### config.mk
export PLATFORM = sky130hd
export DESIGN_NAME = drive_multi_ch_ctrl_gen
export DESIGN_NICKNAME = d
export VERILOG_FILES = /design/src/rtl/drive_multi_ch_ctrl_gen.sv
export SDC_FILE = /design/constraint.sdc
export NUM_CORES = 1
export LEC_CHECK = 0
export ABC_CLOCK_PERIOD_IN_PS = 2540
export BUFFER_PORTS_ARGS = -buffer_cell sky130_fd_sc_hd__buf_2
export CAP_MARGIN = 5
export CELL_PAD_IN_SITES_DETAIL_PLACEMENT = 0
export CELL_PAD_IN_SITES_GLOBAL_PLACEMENT = 1
export CORE_UTILIZATION = 45
export CTS_CLUSTER_SIZE = 24
export DETAILED_ROUTE_END_ITERATION = 8
export PLACE_DENSITY_LB_ADDON = 0.1
export SLEW_MARGIN = 10
export SYNTH_ARGS = -nofsm -noshare
export SYNTH_HDL_FRONTEND = slang
export SYNTH_SLANG_ARGS = --single-unit
### constraint.sdc
create_clock -name clk -period 2.54 [get_ports clk]
set_input_delay 0.508 -clock clk [delete_from_list [all_inputs] [get_ports clk]]
set_output_delay 0.508 -clock clk [all_outputs]
set_load 0.02 [all_outputs]
### src/rtl/drive_multi_ch_ctrl_gen.sv
// Multi-channel drive control generator: per-channel update_pc pulses with a
// fetch-busy window and a saturating pending-event counter for replay.
module drive_multi_ch_ctrl_gen #(
    parameter int unsigned NUM_CH    = 8,
    parameter int unsigned FETCH_LAT = 2,
    parameter int unsigned PEND_W    = 2
) (
    input  logic              clk,
    input  logic              rst,
    input  logic              glb_is_read_env_fin,
    input  logic [NUM_CH-1:0] trigger,
    input  logic [NUM_CH-1:0] is_rz_fin,
    input  logic [NUM_CH-1:0] ch_en,
    input  logic              clr_ovf,
    output logic [NUM_CH-1:0] update_pc,
    output logic [NUM_CH-1:0] busy,
    output logic [NUM_CH-1:0] pend_ovf
);

    localparam int unsigned       CW         = (FETCH_LAT > 1) ? $clog2(FETCH_LAT) : 1;
    localparam logic [CW-1:0]     CNT_RELOAD = CW'(FETCH_LAT - 1);
    localparam logic [PEND_W-1:0] PEND_MAX   = '1;

    typedef enum logic {IDLE, FETCH} state_t;

    logic prev_glb;
    logic glb_rise;

    always_ff @(posedge clk or negedge rst) begin
        if (!rst) prev_glb <= 1'b0;
        else      prev_glb <= glb_is_read_env_fin;
    end

    assign glb_rise = glb_is_read_env_fin & ~prev_glb;

    for (genvar i = 0; i < NUM_CH; i++) begin : g_ch
        state_t            state_q, state_d;
        logic [CW-1:0]     cnt_q, cnt_d;
        logic [PEND_W-1:0] pend_q, pend_d;
        logic              upd_q, upd_d;
        logic              busy_q;
        logic              ovf_q, ovf_set;
        logic              ev, issue, has_pend;

        assign ev       = ch_en[i] & (glb_rise | trigger[i] | is_rz_fin[i]);
        assign has_pend = (pend_q != '0);
        assign issue    = ev | (has_pend & ch_en[i]);

        always_comb begin
            state_d = state_q;
            cnt_d   = cnt_q;
            pend_d  = pend_q;
            upd_d   = 1'b0;
            ovf_set = 1'b0;
            case (state_q)
                IDLE: begin
                    if (issue) begin
                        upd_d   = 1'b1;
                        state_d = FETCH;
                        cnt_d   = CNT_RELOAD;
                        if (!ev) pend_d = pend_q - 1'b1;
                    end
                end
                FETCH: begin
                    if (cnt_q != '0) begin
                        cnt_d = cnt_q - 1'b1;
                        if (ev) begin
                            if (pend_q == PEND_MAX) ovf_set = 1'b1;
                            else                    pend_d  = pend_q + 1'b1;
                        end
                    end else if (issue) begin
                        // Oldest request issues first: a same-cycle event
                        // replaces it in pend, so pend only drops without ev.
                        upd_d = 1'b1;
                        cnt_d = CNT_RELOAD;
                        if (has_pend && !ev) pend_d = pend_q - 1'b1;
                    end else begin
                        state_d = IDLE;
                    end
                end
                default: state_d = IDLE;
            endcase
            if (!ch_en[i]) pend_d = '0;
        end

        always_ff @(posedge clk or negedge rst) begin
            if (!rst) begin
                state_q <= IDLE;
                cnt_q   <= '0;
                pend_q  <= '0;
                upd_q   <= 1'b0;
                busy_q  <= 1'b0;
                ovf_q   <= 1'b0;
            end else begin
                state_q <= state_d;
                cnt_q   <= cnt_d;
                pend_q  <= pend_d;
                upd_q   <= upd_d;
                busy_q  <= (state_d == FETCH);
                ovf_q   <= ovf_set | (ovf_q & ~clr_ovf);
            end
        end

        assign update_pc[i] = upd_q;
        assign busy[i]      = busy_q;
        assign pend_ovf[i]  = ovf_q;
    end

endmodule
Word level (Yosys, flattened, before mapping)
Cells that the tools add are included.
{"block": "word_totals", "reg_bits": 49, "inputBits": 28, "word_cells": 396}
{"block": "op_classes", "n_addsub": 24, "n_eq_ne": 64, "n_mux": 168, "bitwise": 67, "reduce_logical": 32}
{"cell": "2-bit 2-to-1 mux", "count": 64}
{"cell": "4-bit by 3-bit inequality test with 1-bit output, second input constant", "count": 24}
{"cell": "1-bit 2-to-1 mux", "count": 72}
{"cell": "3-bit inequality test, second input constant", "count": 16}
{"cell": "1-bit one-hot mux with 2 select lines", "count": 24}
{"cell": "6-bit AND reduction", "count": 8}
{"cell": "4-bit inequality test, second input constant", "count": 8}
{"cell": "1-bit bitwise OR", "count": 32}
{"cell": "2-bit one-hot mux with 2 select lines", "count": 8}
{"cell": "1-bit AND", "count": 25}
{"cell": "2-bit by 1-bit adder with 2-bit output, second input constant", "count": 8}
{"cell": "2-bit == test, second input constant", "count": 8}
{"cell": "2-bit inequality test, second input constant", "count": 8}
{"cell": "2-bit nonzero test", "count": 8}
{"cell": "2-bit by 1-bit subtractor with 2-bit output, second input constant", "count": 8}
{"cell": "1-bit NOT", "count": 10}
{"cell": "1-bit logical AND", "count": 8}
{"cell": "1-bit zero test", "count": 8}
{"cell": "1-bit subtractor, second input constant", "count": 8}

Longest topological paths before layout
{"block": "depth", "depth_word": 12, "mapped_depth": 6}

Least setup slack after synthesis
Ideal clock, no wire load.
{"block": "synth_path", "kind": "in2reg", "from": "input trigger[7]", "to": "register g_ch[7].pend_q[0]", "setup_ns": 0.120, "t_arrival_ns": 1.412, "t_required_ns": 2.420, "path_slack_ns": 1.008, "path_stages": 4, "path_buffers": 0, "cell_sequence": "or2_2 > nor4_2 > o21ai_0 > and3b_1"}
{"block": "synth_via", "elab_chain_len": 7, "word_cells_on_any_way": 12, "classes_between": "eq/ne: 5; bitwise: 4; reduce/logical: 3"}
{"element": "start: declaration", "line": "11", "rtl": "input logic [NUM_CH-1:0] trigger,"}
{"element": "1-bit bitwise OR (*) (2 in series)", "line": "45", "rtl": "assign ev = ch_en[i] & (glb_rise | trigger[i] | is_rz_fin[i]);"}
{"element": "1-bit AND (*)", "line": "45"}
{"element": "1-bit zero test", "line": "76", "rtl": "if (has_pend && !ev) pend_d = pend_q - 1'b1;"}
{"element": "1-bit logical AND", "line": "76"}
{"element": "4-bit by 3-bit inequality test with 1-bit output (no source line)"}
{"element": "6-bit AND reduction (no source line) (*)"}
{"element": "end signal: assignment", "line": "97", "rtl": "pend_q <= pend_d;"}
{"element": "end: declaration", "line": "39", "rtl": "logic [PEND_W-1:0] pend_q, pend_d;"}
Every way passes the cells marked *; elsewhere a longest branch is shown, timed or not.
A chain may end at the register's enable or synchronous reset.

Worst setup path in the final report
{"block": "layout_path", "from": "register prev_glb", "to": "register g_ch[7].pend_q[0]"}
{"block": "layout_via", "elab_chain_len": 9, "word_cells_on_any_way": 14, "classes_between": "eq/ne: 5; bitwise: 6; reduce/logical: 3"}
{"element": "start: declaration", "line": "26", "rtl": "logic prev_glb;"}
{"element": "start signal: assignment", "line": "31", "rtl": "else prev_glb <= glb_is_read_env_fin;"}
{"element": "1-bit NOT (*)", "line": "34", "rtl": "assign glb_rise = glb_is_read_env_fin & ~prev_glb;"}
{"element": "1-bit AND (*)", "line": "34"}
{"element": "1-bit bitwise OR (*) (2 in series)", "line": "45"}
{"element": "1-bit AND (*)", "line": "45"}
{"element": "1-bit zero test", "line": "76"}
{"element": "1-bit logical AND", "line": "76"}
{"element": "4-bit by 3-bit inequality test with 1-bit output (no source line)"}
{"element": "6-bit AND reduction (no source line) (*)"}
Marks and branches as above.

==> flow_metrics.env <==
export IMPL_dieArea_um2=6480
export IMPL_cts_tree="built"
export IMPL_rsz0062_at_grt="false"
export IMPL_fillers=575
export IMPL_area_delta_synth_final_pct=9.21
export IMPL_p_leak_nw=1.50
export IMPL_max_cap_violations=0
export IMPL_cts_hold_buf=0
export IMPL_dp_hpwl_um=3670
export IMPL_seq_area_frac_synth_pct=44.2
export IMPL_route_antenna_remaining_nets=0
export IMPL_path_depth=4
export IMPL_io_buffers=51
export IMPL_clk_root_buffer_cell="clkbuf_8"
export IMPL_min_period_ns=1.63
export IMPL_fin_skew_ns=0.00604
export IMPL_hold_class="primary input to asynchronous set/reset pin"
export IMPL_p_per_area_nw_per_um2=784
export IMPL_track_usage_pct=16.6
export IMPL_required_ns=2.74
export IMPL_fin_crit_sh_pct=64.3
export IMPL_post_cts_setup_buffers=0
export IMPL_drt_vias_per_instance=5.12
export IMPL_layout_drive_gt1_share_pct=21.1
export IMPL_cpLargestDelayFamily="simple AND/OR/NAND/NOR gates"
export IMPL_crit_type="flip-flop to flip-flop"
export IMPL_path_max_fanout=11
export IMPL_power_mw=2.37
export IMPL_io_pins=52
export IMPL_fmax_mhz=613
export IMPL_cts_clk_slew_worst_paths_ns=0.09
export IMPL_first_global_vias=1810
export IMPL_clockBufferDepth=2
export IMPL_finish_instance_area_um2=3030
export IMPL_n_antenna_cell=0
export IMPL_irDropWorstVdd_uv=325
export IMPL_final_nets=360
export IMPL_gp_congestion=0.787
export IMPL_antenna_found_initial=0
export IMPL_cts_made_buffers=5
export IMPL_reg2reg_depth=4
export IMPL_slew_viol_final=0
export IMPL_totalWireLength_um=4820
export IMPL_setup_tns_ns=0
export IMPL_dr_pass1_iters=4
export IMPL_syn_avg_cell_area_um2=9.66
export IMPL_synth_distinct_cells=42
export IMPL_cts_htree_levels=2
export IMPL_syn_num_nets=331
export IMPL_hold_viol=0
export IMPL_vias=2007
export IMPL_cpPeakStageDelay_ns=0.53
export IMPL_netlist_area_um2=2770
export IMPL_die_x_um=80.5
export IMPL_die_y_um=80.5
export IMPL_insertion_delay_ns=0.30
export IMPL_final_cell_mix="buf_2, dfrtp_1, nand2_1"
export IMPL_num_rows=28
export IMPL_mostFrequentLayoutCell="buf_2"
export IMPL_startpoint_type="flip-flop"
export IMPL_overflow=0
export IMPL_critPathSlowestCell="and2b_1"
export IMPL_setup_viol=0
export IMPL_rrSetupSlack_ns=0.91
export IMPL_slew_limit_headroom_pct=60.0
export IMPL_grt_pass1_wl_um=8230
export IMPL_outcome="finished, final reports clean"
export IMPL_cts_resized=0
export IMPL_crit_path_end_kind="flip-flop"
export IMPL_drc_errors=0
export IMPL_post_drt_wl_per_cell_um=12.3
export IMPL_ys_ff_latch=49
export IMPL_critical_path_cell_chain="and2b_1 > o2111a_1 > o21ai_0 > and3b_1"
export IMPL_cts_sinks=49
export IMPL_synth_warnings=0
export IMPL_coreArea_um2=5920
export IMPL_worst_pin_slew_ns=0.600
export IMPL_drtIter0Drc=75
export IMPL_worstPathArrival_ns=1.83
export IMPL_grt_max_degree=26
export IMPL_synthCells=287
export IMPL_placed_area_um2=2930
export IMPL_path_buf_inv=0
export IMPL_start_util_pct=46.8
metrics by stage:
step           hold WS (ns)  std cells  setup slack (ns)  utilization [%]
6_report              0.201        392             0.908             51.1
5_1_grt               0.243        392             0.805             51.1
4_1_cts               0.223        392             0.903             51.1
3_5_place_dp          0.459        384             0.691             49.4
3_3_place_gp          0.452        384             0.713             49.4
2_1_floorplan         0.212        287              1.01                -
state kept, by name (all words and copies together), names as in the netlist:
signal       cells
g_ch.busy_q      8
g_ch.cnt_q       8
g_ch.ovf_q       8
g_ch.pend_q     16
g_ch.upd_q       8
prev_glb         1
synthesized netlist by cell type (all sizes together):
library cell	n	area (um^2)
or2	2	12.5
xnor2	2	17.5
and2	2	12.5
o221ai	1	8.76
nand3	10	50.1
o211ai	6	45.0
nor2	10	37.5
buf	28	208
dfrtp	49	1230
inv	31	116
nand2b	2	20.0
a21oi	17	85.1
o2111ai	2	17.5
clkbuf	2	7.51
nor2b	2	12.5
nand4	1	6.26
o21a	6	45.0
o32ai	3	26.3
o22ai	3	18.8
ha	16	200
nor3	7	46.3
mux2i	14	140
a211oi	3	22.5
and3b	3	26.3
o31ai	4	30.0
o211a	1	10.0
o21ai	10	50.1
nor4	2	33.8
xor2	1	8.76
and3	4	25.0
and2b	1	7.51
nand2	35	131
a21bo	1	10.0
a21o	1	7.51
o2111a	2	22.5
a211o	3	26.3
cells by family (layout without fill, tap and decap cells):
kind of cell	after synthesis	after routing	synth area share, %
AND/OR/NAND/NOR	81	81	15.2
AO/OA/AOI/OAI	63	63	15.4
buffers and inverters	61	91	12.0
flip-flops	49	49	44.2
adder cells (fa/ha/maj)	16	16	7.22
multiplexers	14	14	5.06
XOR/XNOR	3	3	0.948
layer usage:
| layer | track usage, % | vias to the layer above | wire [um] |
|---|---|---|---|
| li1 | - | 1028 | - |
| met5 | 0 | - | 0 |
| met3 | 3.64 | 8 | 163 |
| met1 | 21.8 | 935 | 2370 |
| met2 | 26.8 | 36 | 2210 |
| met4 | 6.25 | 0 | 78 |
area by class of cell:
cell class / instances / area [um^2] / share of cell area, %
clock buffer: 7 / 96.3 / 3.18
clock inverter: 1 / 5.00 / 0.165
inverter: 31 / 116 / 3.84
multi-input combinational: 177 / 1210 / 40.1
sequential: 49 / 1230 / 40.5
tap: 75 / 93.8 / 3.10
timing repair buffer: 52 / 275 / 9.09
worst paths after layout:
kind,from,to
min in group clk,glb_is_read_env_fin,prev_glb
max in group asynchronous,rst,g_ch[1].busy_q
setup reg to reg,prev_glb,g_ch[7].pend_q[0]
hold reg to reg,g_ch[7].cnt_q,g_ch[7].cnt_q
hold / removal,rst,g_ch[5].upd_q
setup / recovery,prev_glb,g_ch[7].pend_q[0]
power by group:
group	switching [mW]	internal, mW	leakage, nW
registers	0.135	0.942	0.626
logic	0.448	0.347	0.817
clock network	0.253	0.246	0.0542
No activity file was read; power rests on OpenSTA's default activity.
